<file path="config.mk">
export PLATFORM = sky130hd
export DESIGN_NAME = multicycle_ctrl
export DESIGN_NICKNAME = d
export VERILOG_FILES = /design/src/rtl/multicycle_ctrl.sv
export SDC_FILE = /design/constraint.sdc
export NUM_CORES = 1
export LEC_CHECK = 0
export CAP_MARGIN = 5
export CORE_UTILIZATION = 55
export DETAILED_ROUTE_END_ITERATION = 16
export DONT_BUFFER_PORTS = 1
export PLACE_DENSITY = 0.7
export SLEW_MARGIN = 20
export SYNTH_ARGS = -nofsm -noshare
export SYNTH_HDL_FRONTEND = slang
export SYNTH_SLANG_ARGS = --single-unit
export TNS_END_PERCENT = 5
</file>
<file path="constraint.sdc">
create_clock -name clk -period 1.7 [get_ports clk]
set_input_delay 0.17 -clock clk [delete_from_list [all_inputs] [get_ports clk]]
set_output_delay 0.17 -clock clk [all_outputs]
set_load 0.02 [all_outputs]
</file>
<file path="src/rtl/multicycle_ctrl.sv">
// multicycle_ctrl: fetch/decode/exec/mem/wb control sequencer with an ack watchdog
module multicycle_ctrl #(
  parameter int unsigned WDT_CYCLES = 255
) (
  input  logic        clk,
  input  logic        rst,
  output logic        imem_req,
  input  logic        imem_ack,
  input  logic [31:0] inst,
  output logic        ir_we,
  output logic [2:0]  immgen_op,
  input  logic        br_taken,
  output logic        dmem_req,
  output logic        dmem_we,
  input  logic        dmem_ack,
  output logic        reg_we,
  output logic        pc_we,
  output logic [1:0]  pc_sel,
  output logic        err
);
  typedef enum logic [2:0] {FETCH, DECODE, EXEC, MEM, WB, TRAP} state_t;
  localparam logic [2:0] IMM0 = 3'd0, I_IMM = 3'd1, S_IMM = 3'd2, B_IMM = 3'd3, U_IMM = 3'd4, UJ_IMM = 3'd5;
  localparam logic [6:0] OP_LOAD = 7'b0000011, OP_IMM = 7'b0010011, OP_IMM32 = 7'b0011011;
  localparam logic [6:0] OP_JALR = 7'b1100111, OP_STORE = 7'b0100011, OP_BRANCH = 7'b1100011;
  localparam logic [6:0] OP_LUI = 7'b0110111, OP_AUIPC = 7'b0010111, OP_JAL = 7'b1101111;
  localparam logic [6:0] OP_OP = 7'b0110011, OP_OP32 = 7'b0111011;
  state_t state_q, state_d;
  logic [6:0] opc_q, opc_d;
  logic [2:0] imm_q, imm_d, dec_imm;
  logic [7:0] wdt_q, wdt_d;
  logic legal, wdt_exp, is_ld, is_st, is_br, unused;
  assign unused = ^inst[31:7];
  assign is_ld = opc_q == OP_LOAD;
  assign is_st = opc_q == OP_STORE;
  assign is_br = opc_q == OP_BRANCH;
  assign wdt_exp = wdt_q == 8'(WDT_CYCLES - 1);
  assign immgen_op = imm_q;
  assign err = state_q == TRAP;
  always_comb begin
    legal = 1'b1;
    dec_imm = IMM0;
    case (opc_q)
      OP_LOAD, OP_IMM, OP_IMM32, OP_JALR: dec_imm = I_IMM;
      OP_STORE: dec_imm = S_IMM;
      OP_BRANCH: dec_imm = B_IMM;
      OP_LUI, OP_AUIPC: dec_imm = U_IMM;
      OP_JAL: dec_imm = UJ_IMM;
      OP_OP, OP_OP32: dec_imm = IMM0;
      default: legal = 1'b0;
    endcase
  end
  // watchdog defaults to zero so any entry into FETCH or MEM starts a fresh count
  always_comb begin
    state_d = state_q;
    opc_d = opc_q;
    imm_d = imm_q;
    wdt_d = '0;
    imem_req = 1'b0;
    ir_we = 1'b0;
    dmem_req = 1'b0;
    dmem_we = 1'b0;
    reg_we = 1'b0;
    pc_we = 1'b0;
    pc_sel = 2'd0;
    case (state_q)
      FETCH: begin
        imem_req = 1'b1;
        if (imem_ack) begin
          ir_we = 1'b1;
          opc_d = inst[6:0];
          state_d = DECODE;
        end else if (wdt_exp) state_d = TRAP;
        else wdt_d = wdt_q + 8'd1;
      end
      DECODE: begin
        imm_d = dec_imm;
        state_d = legal ? EXEC : TRAP;
      end
      EXEC: begin
        pc_we = is_br;
        pc_sel = (is_br && br_taken) ? 2'd1 : 2'd0;
        state_d = is_br ? FETCH : (is_ld || is_st) ? MEM : WB;
      end
      MEM: begin
        dmem_req = 1'b1;
        dmem_we = is_st;
        if (dmem_ack) begin
          pc_we = is_st;
          state_d = is_st ? FETCH : WB;
        end else if (wdt_exp) state_d = TRAP;
        else wdt_d = wdt_q + 8'd1;
      end
      WB: begin
        reg_we = 1'b1;
        pc_we = 1'b1;
        pc_sel = (opc_q == OP_JAL) ? 2'd1 : (opc_q == OP_JALR) ? 2'd2 : 2'd0;
        state_d = FETCH;
      end
      default: ;
    endcase
    if (rst) {imem_req, ir_we, dmem_req, dmem_we, reg_we, pc_we, pc_sel} = '0;
  end
  always_ff @(posedge clk or posedge rst) begin
    if (rst) begin
      state_q <= FETCH;
      opc_q <= '0;
      imm_q <= IMM0;
      wdt_q <= '0;
    end else begin
      state_q <= state_d;
      opc_q <= opc_d;
      imm_q <= imm_d;
      wdt_q <= wdt_d;
    end
  end
endmodule

</file>
==> results by group <==
Routing
  – DR DRC count: 0
  – 1st-iter DRT viols: 25
  – Antenna Violating Nets Remaining: 0
  – Number of detailed-route iterations in the first pass: 4
  – Via Count: around 1100
  – Routed len/inst: 15.0 um
  – DR vias/cell: between 5 and 6
  – DRT Wirelength: roughly 2900 um

Clock network
  – CTS clock-pin slew for the worst setup and hold paths: 110 ps
  – Clock sink count: 21
  – Worst-Skew Late Latency: about 300 ps
  – CTS tree: built
  – H-tree levels: 1
  – TritonCTS Buffers: 3
  – CTS max path bufs: 2
  – CTS Root Buffer Type: clkbuf_4

Critical path
  – Critical R2R Capture: state_q[0]
  – Worst endpoint required time: 1530 ps
  – R2R cell count: 5
  – Startpoint Class: register
  – Critical setup path kind: register to primary output
  – Worst-path maximum fanout: 3
  – Worst reg2reg setup slack: 90 ps
  – Crit path from: opc_q[2]
  – Worst Setup End Kind: primary output
  – Critical R2R Launch: opc_q[2]
  – Arrival @ worst endpoint: roughly 1900 ps

STA
  – Minimum clock period: around 2000 ps
  – Final worst path period share: 1.21
  – Slew @ Worst Pin: 393 ps
  – Fin. Hold Viols: 0
  – Clock skew: approximately 2.5 ps
  – Worst setup margin: -356 ps
  – Setup TNS: -642 ps
  – Slew headroom: 0.737
  – Final setup viols: 4
  – Final Max Tran Viols: 0
  – Fmax: around 490 MHz
  – RSZ-0062 raised after global routing: yes
  – Final hold slack: 18.0 ps

Floorplanning
  – Die W: slightly above 50 um
  – Io pins: a little under 50
  – Die H: 50.7 um
  – Die area: about 0.0026 sq mm
  – FP Rows: 17
  – CORE AREA: between 0.002 and 0.0025 sq mm
  – Initial core utilization: 0.584

Logic synthesis
  – Ys async rst share: 1.00
  – Share of the synthesized area in the top cell type: 0.403
  – Netlist cell types: 50
  – Commonest cells in the netlist: dfrtp_1 (21), nor2_1 (13), nand2_1 (10)
  – Synth area leaders: dfrtp_1 (40%), mux2_1 (6.0%), nor2_1 (3.7%)
  – Top-count cell post-synth: dfrtp_1
  – Synth warn: 0
  – Cells after Synth: ~140
  – Yosys top cell by area: dfrtp_1
  – Post-synth net total: roughly 170
  – Sequential area share after synthesis: 0.403
  – Seq cells post-synth: 21
  – Top FF cell, synth: dfrtp_1
  – Count of flip-flops with a built-in enable after synthesis: 0
  – Mapped cell area: 0.00130 sq mm
  – Syn_area_per_cell: 9.66 sq um

GRT
  – Total Routing Usage GR: 0.259
  – Global-route wire length before repair: slightly below 5000 um
  – Largest net degree at the start of global routing: 22
  – Initial antenna violation count: 0
  – Total gr overflow: 0
  – Vias in the first global route: approximately 1100

Final layout
  – N_diodes: 0
  – Layout cells sized above 1: 0.283
  – Fillers: around 160
  – Number of nets in the layout: roughly 210
  – Area Overhead vs Synth: 29.0%

Placement
  – GP Congestion: around 0.93
  – Port bufs: 0
  – Pre-CTS WS: -73.9 ps
  – Hpwl dp: about 2200 um

Worst hold path
  – Hold wc startpoint: inst[3]
  – Min-Delay Path Class: primary input to register
  – Hold Path Cell Cnt: 1
  – End of the worst hold path: opc_q[3]

Flow run
  – Maxcap violations: 0

Power
  – Max VDD drop: 495 uV
  – Pwr dens: 454 mW/mm^2
  – LEAKAGE: 0.764 nW

Outcome
  – Outcome: finished, violations left
  – Failing checks: setup timing
[how the worst max path moves through the flow]
stage	slack, ps	cells after the start	endpoint
floorplan	-70	5	pc_sel[0]
global placement	-40	6	pc_sel[0]
detailed placement	-70	5	pc_sel[0]
CTS	-360	5	pc_sel[0]
global route	-450	5	pc_sel[0]
finish	-360	5	pc_sel[0]
[layer usage]
metal,GRT usage,wire length [um],vias to the layer above
met2,0.433,1420,41
met4,0.111,55,0
met1,0.324,1310,546
met5,0,0,-
li1,-,-,548
met3,0.0515,140,6
[stage by stage]
stage               total power, W  area (sq um)  instances   util
floorplan                 0.000520          1320        135      -
global placement          0.000524          1500        182  0.672
detailed placement        0.000525          1500        182  0.672
CTS                       0.000778          1650        194  0.737
global route              0.000795          1680        194  0.753
finish                    0.000764          1680        194  0.753
[cells by family after synthesis]
group,Yosys count,share of synthesized area
xor+xnor,6,0.0403
flops,21,0.403
simple gates,66,0.298
compound gates,21,0.119
buf+inv,11,0.0518
fa+ha+maj,2,0.0192
mux,8,0.0681
[worst max-delay path, stage by stage, from the launching register on]
cell,delay (ps)
dfrtp_1,390
and4bb_1,320
nand4_1,130
or2_1,270
a2111oi_4,290
buf_4,190
[power breakdown]
| group | switching, W | internal [W] |
|---|---|---|
| registers | 0 | 0.000499 |
| logic | 0.0000130 | 0.0000147 |
| clock network | 0.000146 | 0.0000914 |
| total | 0.000159 | 0.000605 |
[sequential cells by signal, summed over array words and instances, names as in the netlist]
| register | flops |
|---|---|
| wdt_q | 8 |
| opc_q | 7 |
| immgen_op | 3 |
| state_q | 3 |
[placed cells by master (no fill, tap or decap), drive strengths merged, types with 3 or more instances in the layout]
cell type / count
clkbuf: 4
nand3: 6
or3: 3
nor2: 13
a21oi: 4
dlygate4sd3: 7
and2: 3
mux2: 7
nand2: 10
buf: 27
xor2: 5
nor2b: 6
o21ai: 3
and3: 3
nor4: 3
nor3: 3
inv: 4
dfrtp: 21
[layout make-up]
cell class / instances / area [sq um] / share of cell area
inverter: 4 / 15.0 / 0.00893
timing repair buffer: 34 / 277 / 0.164
tap: 28 / 35.0 / 0.0208
multi-input combinational: 103 / 803 / 0.478
sequential: 21 / 526 / 0.313
clock buffer: 4 / 26.3 / 0.0156
[what timing repair did]
action                                  in CTS  in global routing
endpoints found under the hold margin       27                  0
endpoints found under the setup margin       5                  8
hold buffers                                 7                  0
resized for setup                           11                  5
pin swaps                                    2                  1
setup buffers                                1                  0
Note: power is estimated with default switching activity, not from simulation.
